$ cat config.mk
export PLATFORM = sky130hd
export DESIGN_NAME = alu_sequencer
export DESIGN_NICKNAME = d
export VERILOG_FILES = /design/src/rtl/alu_sequencer.sv
export SDC_FILE = /design/constraint.sdc
export NUM_CORES = 1
export LEC_CHECK = 0
export CORE_MARGIN = 2
export CORE_UTILIZATION = 35
export DETAILED_ROUTE_END_ITERATION = 6
export GPL_TIMING_DRIVEN = 0
export PLACE_DENSITY = 0.74
export SLEW_MARGIN = 40
export SYNTH_ARGS = -nofsm -noshare
export SYNTH_HDL_FRONTEND = slang
export SYNTH_SLANG_ARGS = --single-unit
$ cat constraint.sdc
create_clock -name clk -period 1.3 [get_ports clk]
set_input_delay 0.26 -clock clk [delete_from_list [all_inputs] [get_ports clk]]
set_output_delay 0.26 -clock clk [all_outputs]
set_load 0.01 [all_outputs]
$ cat src/rtl/alu_sequencer.sv
// Sequencer that drives one operation at a time through an external
// 4-bit combinational ALU. Optional macro: ALU_SEQ_STICKY_OVF_EN.
module alu_sequencer #(
   parameter logic [3:0] ACC_INIT = 4'h0
) (
   input  logic       clk,
   input  logic       rst,
   input  logic       cmd_valid,
   output logic       cmd_ready,
   input  logic [3:0] cmd_op,
   input  logic [3:0] cmd_a,
   input  logic [3:0] cmd_b,
   input  logic       cmd_use_acc,
   output logic [3:0] alu_op,
   output logic [3:0] alu_a,
   output logic [3:0] alu_b,
   input  logic [3:0] alu_y,
   input  logic       alu_cout,
   input  logic       alu_neg,
   input  logic       alu_zero,
   input  logic       alu_ovf,
   output logic       rsp_valid,
   input  logic       rsp_ready,
   output logic [3:0] rsp_y,
   output logic [3:0] rsp_flags,
   output logic [3:0] acc,
   output logic [7:0] op_count,
   output logic [1:0] state_dbg
);

   // Handshakes: a transfer happens on a rising edge where valid && ready;
   // valid never depends on ready, and payload holds while valid && !ready.
   typedef enum logic [1:0] {
      IDLE = 2'd0,
      EXEC = 2'd1,
      RESP = 2'd2
   } state_t;

   state_t state, state_nxt;
   logic   cmd_fire;
   logic   rsp_fire;
   logic   ovf_capture;

   always_comb begin
      state_nxt = state;
      cmd_ready = 1'b0;
      rsp_valid = 1'b0;
      case (state)
         IDLE: begin
            cmd_ready = 1'b1;
            if (cmd_valid) state_nxt = EXEC;
         end
         EXEC: state_nxt = RESP;
         RESP: begin
            rsp_valid = 1'b1;
            if (rsp_ready) state_nxt = IDLE;
         end
         default: state_nxt = IDLE;
      endcase
   end

   assign cmd_fire  = cmd_valid && cmd_ready;
   assign rsp_fire  = rsp_valid && rsp_ready;
   assign state_dbg = state;

`ifdef ALU_SEQ_STICKY_OVF_EN
   // rsp_flags[0] doubles as the sticky overflow holder; only rst clears it.
   assign ovf_capture = rsp_flags[0] | alu_ovf;
`else
   assign ovf_capture = alu_ovf;
`endif

   always_ff @(posedge clk) begin
      if (rst) begin
         state     <= IDLE;
         alu_op    <= 4'h0;
         alu_a     <= 4'h0;
         alu_b     <= 4'h0;
         rsp_y     <= 4'h0;
         rsp_flags <= 4'h0;
         acc       <= ACC_INIT;
         op_count  <= 8'h00;
      end else begin
         state <= state_nxt;
         if (cmd_fire) begin
            alu_op <= cmd_op;
            alu_a  <= cmd_use_acc ? acc : cmd_a;
            alu_b  <= cmd_b;
         end
         if (state == EXEC) begin
            rsp_y     <= alu_y;
            acc       <= alu_y;
            rsp_flags <= {alu_cout, alu_neg, alu_zero, ovf_capture};
         end
         if (rsp_fire) op_count <= op_count + 8'd1;
      end
   end

endmodule
# Word-level counts from Yosys, hierarchy flattened
# Index checks and enable logic that the tools add are counted.
# W data, S select, Z words.
[word_totals]
ff_bits = 30
out_inout_bits = 36
[op_classes]
add_sub_neg = 1
eq_ne = 4
muxes = 6
reduce_logical = 4
[ops]
columns = ["operator", "count"]
rows = [
  ["$add A8 B1 Y8 const B", 1],
  ["$pmux W2 S3", 1],
  ["$mux W2", 2],
  ["$mux W4", 1],
  ["$ne A2 B2 Y1 const B", 2],
  ["$eq A2 B1 Y1 const B", 1],
  ["$eq A2 B2 Y1 const B", 1],
  ["$logic_and A1 B1 Y1", 2],
  ["$logic_not A2 Y1", 1],
  ["$mux W1", 2],
  ["$reduce_and A2 Y1", 1],
]

# Logic depth before layout (Yosys ltp)
[depth]
word_depth = 3
mapped_depth = 6
mapped_depth_nobuf = 4

# Worst setup path after synthesis
# No wires, ideal clock.
[synth_path]
path_type = "reg2reg"
from = "reg state[1] (netlist: state_dbg[1])"
to = "reg op_count[6]"
setup_ns = 0.070
arrival_ns = 1.284
path_slack_ns = -0.055
stages_incl_launch_ff = 5
n_path_buf = 1
path_cell_list = "dfxtp_1 -> buf_6 -> nand4b_4 -> or4_1 -> a21oi_1"
[synth_between]
elab_chain_len = 3
[synth_lines]
columns = ["item", "line_no", "text"]
rows = [
  ["start: declaration", "39", "state_t state, state_nxt;"],
  ["start signal: assignment", "84", "state <= state_nxt;"],
  ["$eq A2 B2 Y1", "48", "case (state)"],
  ["$mux W1", "48", ""],
  ["$logic_and A1 B1 Y1", "63", "assign rsp_fire = rsp_valid && rsp_ready;"],
  ["end signal: assignment", "95", "if (rsp_fire) op_count <= op_count + 8'd1;"],
  ["end: declaration", "27", "output logic [7:0] op_count,"],
]
# Every way passes these cells.
# A chain may end at the register's enable or synchronous reset.

# Final worst setup path
[layout_path]
from = "reg op_count[6]"
to = "reg op_count[7]"
[layout_between]
elab_chain_len = 1
[layout_lines]
columns = ["item", "line_no"]
rows = [
  ["$add A8 B1 Y8", "95"],
]
# Every way passes these cells.

==> key figures <==
Clock network
  • H-tree lvl count: 2
  • Number of buffers created by CTS: 5
  • CTS clk-pin slew, worst paths: 90 ps
  • TritonCTS clock tree: done
  • CTS sink count: 30
  • Root Buffer: clkbuf_4
  • Cts hold-fix bufs: 0
  • Worst skew pair latency: 320 ps
  • CTS max path bufs: 2

Floorplan
  • Initial core utilization: 0.366
  • Die height: 63.3 um
  • I/O pins: 61
  • Die width: around 63 um
  • Die area: 4010 um^2
  • Core area: 3360 um^2
  • Core Rows: 21

Yosys
  • EDFF count, synth: 0
  • Predominant post-synthesis flop cell: dfxtp_1
  • Cell area after synthesis: 1230 um^2
  • Syn Area/Cell: between 9 and 10 um^2
  • Yosys cell types: 24
  • Yosys top cell area share: 0.487
  • Area leader, netlist: dfxtp_1
  • Sequential element share of the synthesized area: 0.487
  • Syn Inst Count: 133
  • Yosys reg bits: 30
  • Asr flop ratio synth: 0
  • Syn. warnings: 0
  • Synth Net Count: 159
  • Most instantiated cells after synthesis: 30 x dfxtp_1, 19 x nand2_1, 16 x nor2_1
  • Top cells by area, synth: dfxtp_1 49%, mux2i_1 11%, nand2_1 5.8%
  • Top-count cell post-synth: dfxtp_1

GRT
  • Vias in the first global route: roughly 1200
  • Initial antenna violation count: 0
  • Pin count of the biggest net entering global routing: 11
  • First-pass GRT wire length: 5.44 mm
  • Gr ovfl total: 0
  • All-layer global routing usage: 0.176

Place
  • Placement Setup Slack: -495 ps
  • Placed cells: 237
  • Gpl congestion: 0.702
  • Port buffer count: 58
  • Post-DP HPWL: 2.40 mm
  • Cell Area, Placed: 1870 um^2

Setup path
  • Worst-path maximum fanout: 4
  • RR Endpoint: op_count[7]
  • FF-to-FF Start: op_count[6]
  • CP Launch Type: register
  • Register-to-Register Path Depth: 3
  • Worst Path Required: approximately 1600 ps
  • Worst reg2reg setup slack: -30 ps
  • Crit path DAT: ~1600 ps
  • Critical Path End Type: register
  • Crit Path Category: reg2reg

Min path
  • Worst Hold Launch: rst
  • Worst hold-check path type: in2reg
  • Hold Path Sink: op_count[1]
  • Hold Path Depth: 2

Detailed routing
  • DRC viols: 0
  • Drt total wl: 3.31 mm
  • Initial DRC count: 38
  • Routed WL per cell: between 10 and 15 um
  • Antenna viol nets, final: 0
  • DR vias/cell: 4.67
  • 1st-pass router iterations: 4
  • Via count: approximately 1200

Power and ir drop
  • Power density over cell area: 927 nW/um^2
  • Max VDD drop: 608 uV
  • LEAKAGE: 0.000912 uW

Timing
  • Final min period: 1330 ps
  • Period Utilization, post-route: 1.03
  • Max frequency: 0.749 GHz
  • Hold Vio Cnt, Final: 0
  • Min Hold Slack: 326 ps
  • Slew Viols, Final: 0
  • Worst rel slew slack: 0.641
  • Worst-margin pin slew: 538 ps
  • Worst Slack Setup Final: -34.5 ps
  • Endpoints failing setup: 4
  • RSZ-0062 raised after global routing: true
  • Final setup skew: 2.78 ps

Final layout
  • Ant diodes: 0
  • Final net count: 232
  • Layout Utilization: 0.592
  • Layout cells sized above 1: 0.223
  • Post-Layout Inst Area: 1990 um^2
  • Final std cells w/o fill: 252
  • Fill count: about 320
  • Synth-to-layout area growth: 61.6%

Status
  • Status: complete, but fails checks
  • Failing checks: setup timing

Job
  • Max-Cap Viols: 0
[state kept, by name, indices dropped and copies added, names as in the netlist]
| name | count |
|---|---|
| op_count | 8 |
| acc | 4 |
| alu_a | 4 |
| alu_b | 4 |
| alu_op | 4 |
| rsp_flags | 4 |
| state_dbg | 2 |
[kinds of logic (layout without fill, tap and decap cells)]
logic type	Yosys count	count (layout)	share of synthesized area
buffers and inverters	13	86	0.0670
flip-flops	30	30	0.487
AO/OA/AOI/OAI	23	23	0.106
AND/OR/NAND/NOR	51	51	0.210
adder cells (fa/ha/maj)	1	1	0.0102
XOR/XNOR	2	2	0.0142
multiplexers	13	13	0.106
[report_power, final]
| part | internal [uW] | total, uW | switching, uW | leakage (uW) |
|---|---|---|---|---|
| clock network | 203 | 498 | 295 | 0.0000254 |
| logic | 204 | 354 | 150 | 0.000636 |
| registers | 964 | 995 | 30.8 | 0.000251 |
| total | 1370 | 1850 | 475 | 0.000912 |
[cell usage in the layout (no fill, tap or decap), drive strengths merged]
cell and n:
a211oi 4, a21oi 14, and2b 2, buf 21, clkbuf 13, clkdlybuf4s15 2
clkdlybuf4s50 21, dfxtp 30, dlygate4sd2 29, ha 1, mux2i 13, nand2 19
nand2b 2, nand3b 1, nand4 2, nand4b 2, nor2 16, nor2b 1
nor3b 1, o21ai 3, o31ai 2, or3 3, or4 2, xor2 2
[per-stage QoR]
stage / setup TNS (ps) / power, uW
6_report: -85.4 / 1850
5_1_grt: -435 / 1950
4_1_cts: -289 / 1870
3_5_place_dp: -5430 / 1380
3_3_place_gp: -4690 / 1370
2_1_floorplan: -0.0383 / 1170
[worst max-delay path by stage]
stage / slack [ps] / cells past startpoint / from / endpoint
after floorplan: -0.04 / 6 / state_dbg[1] / alu_op[2]
final: -30 / 3 / op_count[6] / op_count[7]
after global placement: -440 / 4 / rsp_ready / op_count[7]
after detailed placement: -490 / 4 / rsp_ready / op_count[7]
after CTS: -120 / 5 / state_dbg[1] / op_count[7]
after global routing: -90 / 5 / state_dbg[1] / op_count[4]
[critical path, cell delays in order, from the launching register on]
cell	delay [ps]
dfxtp_1	390
nand4_1	170
or4_1	570
a21oi_1	140
[per-layer routing]
layer  share of wire  GRT usage  vias up  wire length [um]
met3           0.049     0.0589        4               162
li1                -          -      599                 -
met2            0.54      0.309       30              1770
met1            0.40      0.195      543              1340
met4           0.012     0.0652        0                41
met5               0          0        -                 0
[repair_timing]
item / in CTS / in global routing
buffers inserted: 10 / 2
endpoints found under the setup margin: 45 / 31
pin swaps: 8 / 1
cloned: 1 / 0
resized for setup: 69 / 13
[area by class of cell]
class,instances,area (um^2),area share
Buffer,12,71.3,0.0358
Clock buffer,7,45.0,0.0226
Multi-Input combinational cell,90,579,0.291
Sequential cell,30,621,0.312
Tap cell,46,57.6,0.0289
Timing Repair Buffer,67,618,0.310
No activity file was read; power rests on OpenSTA's default activity.
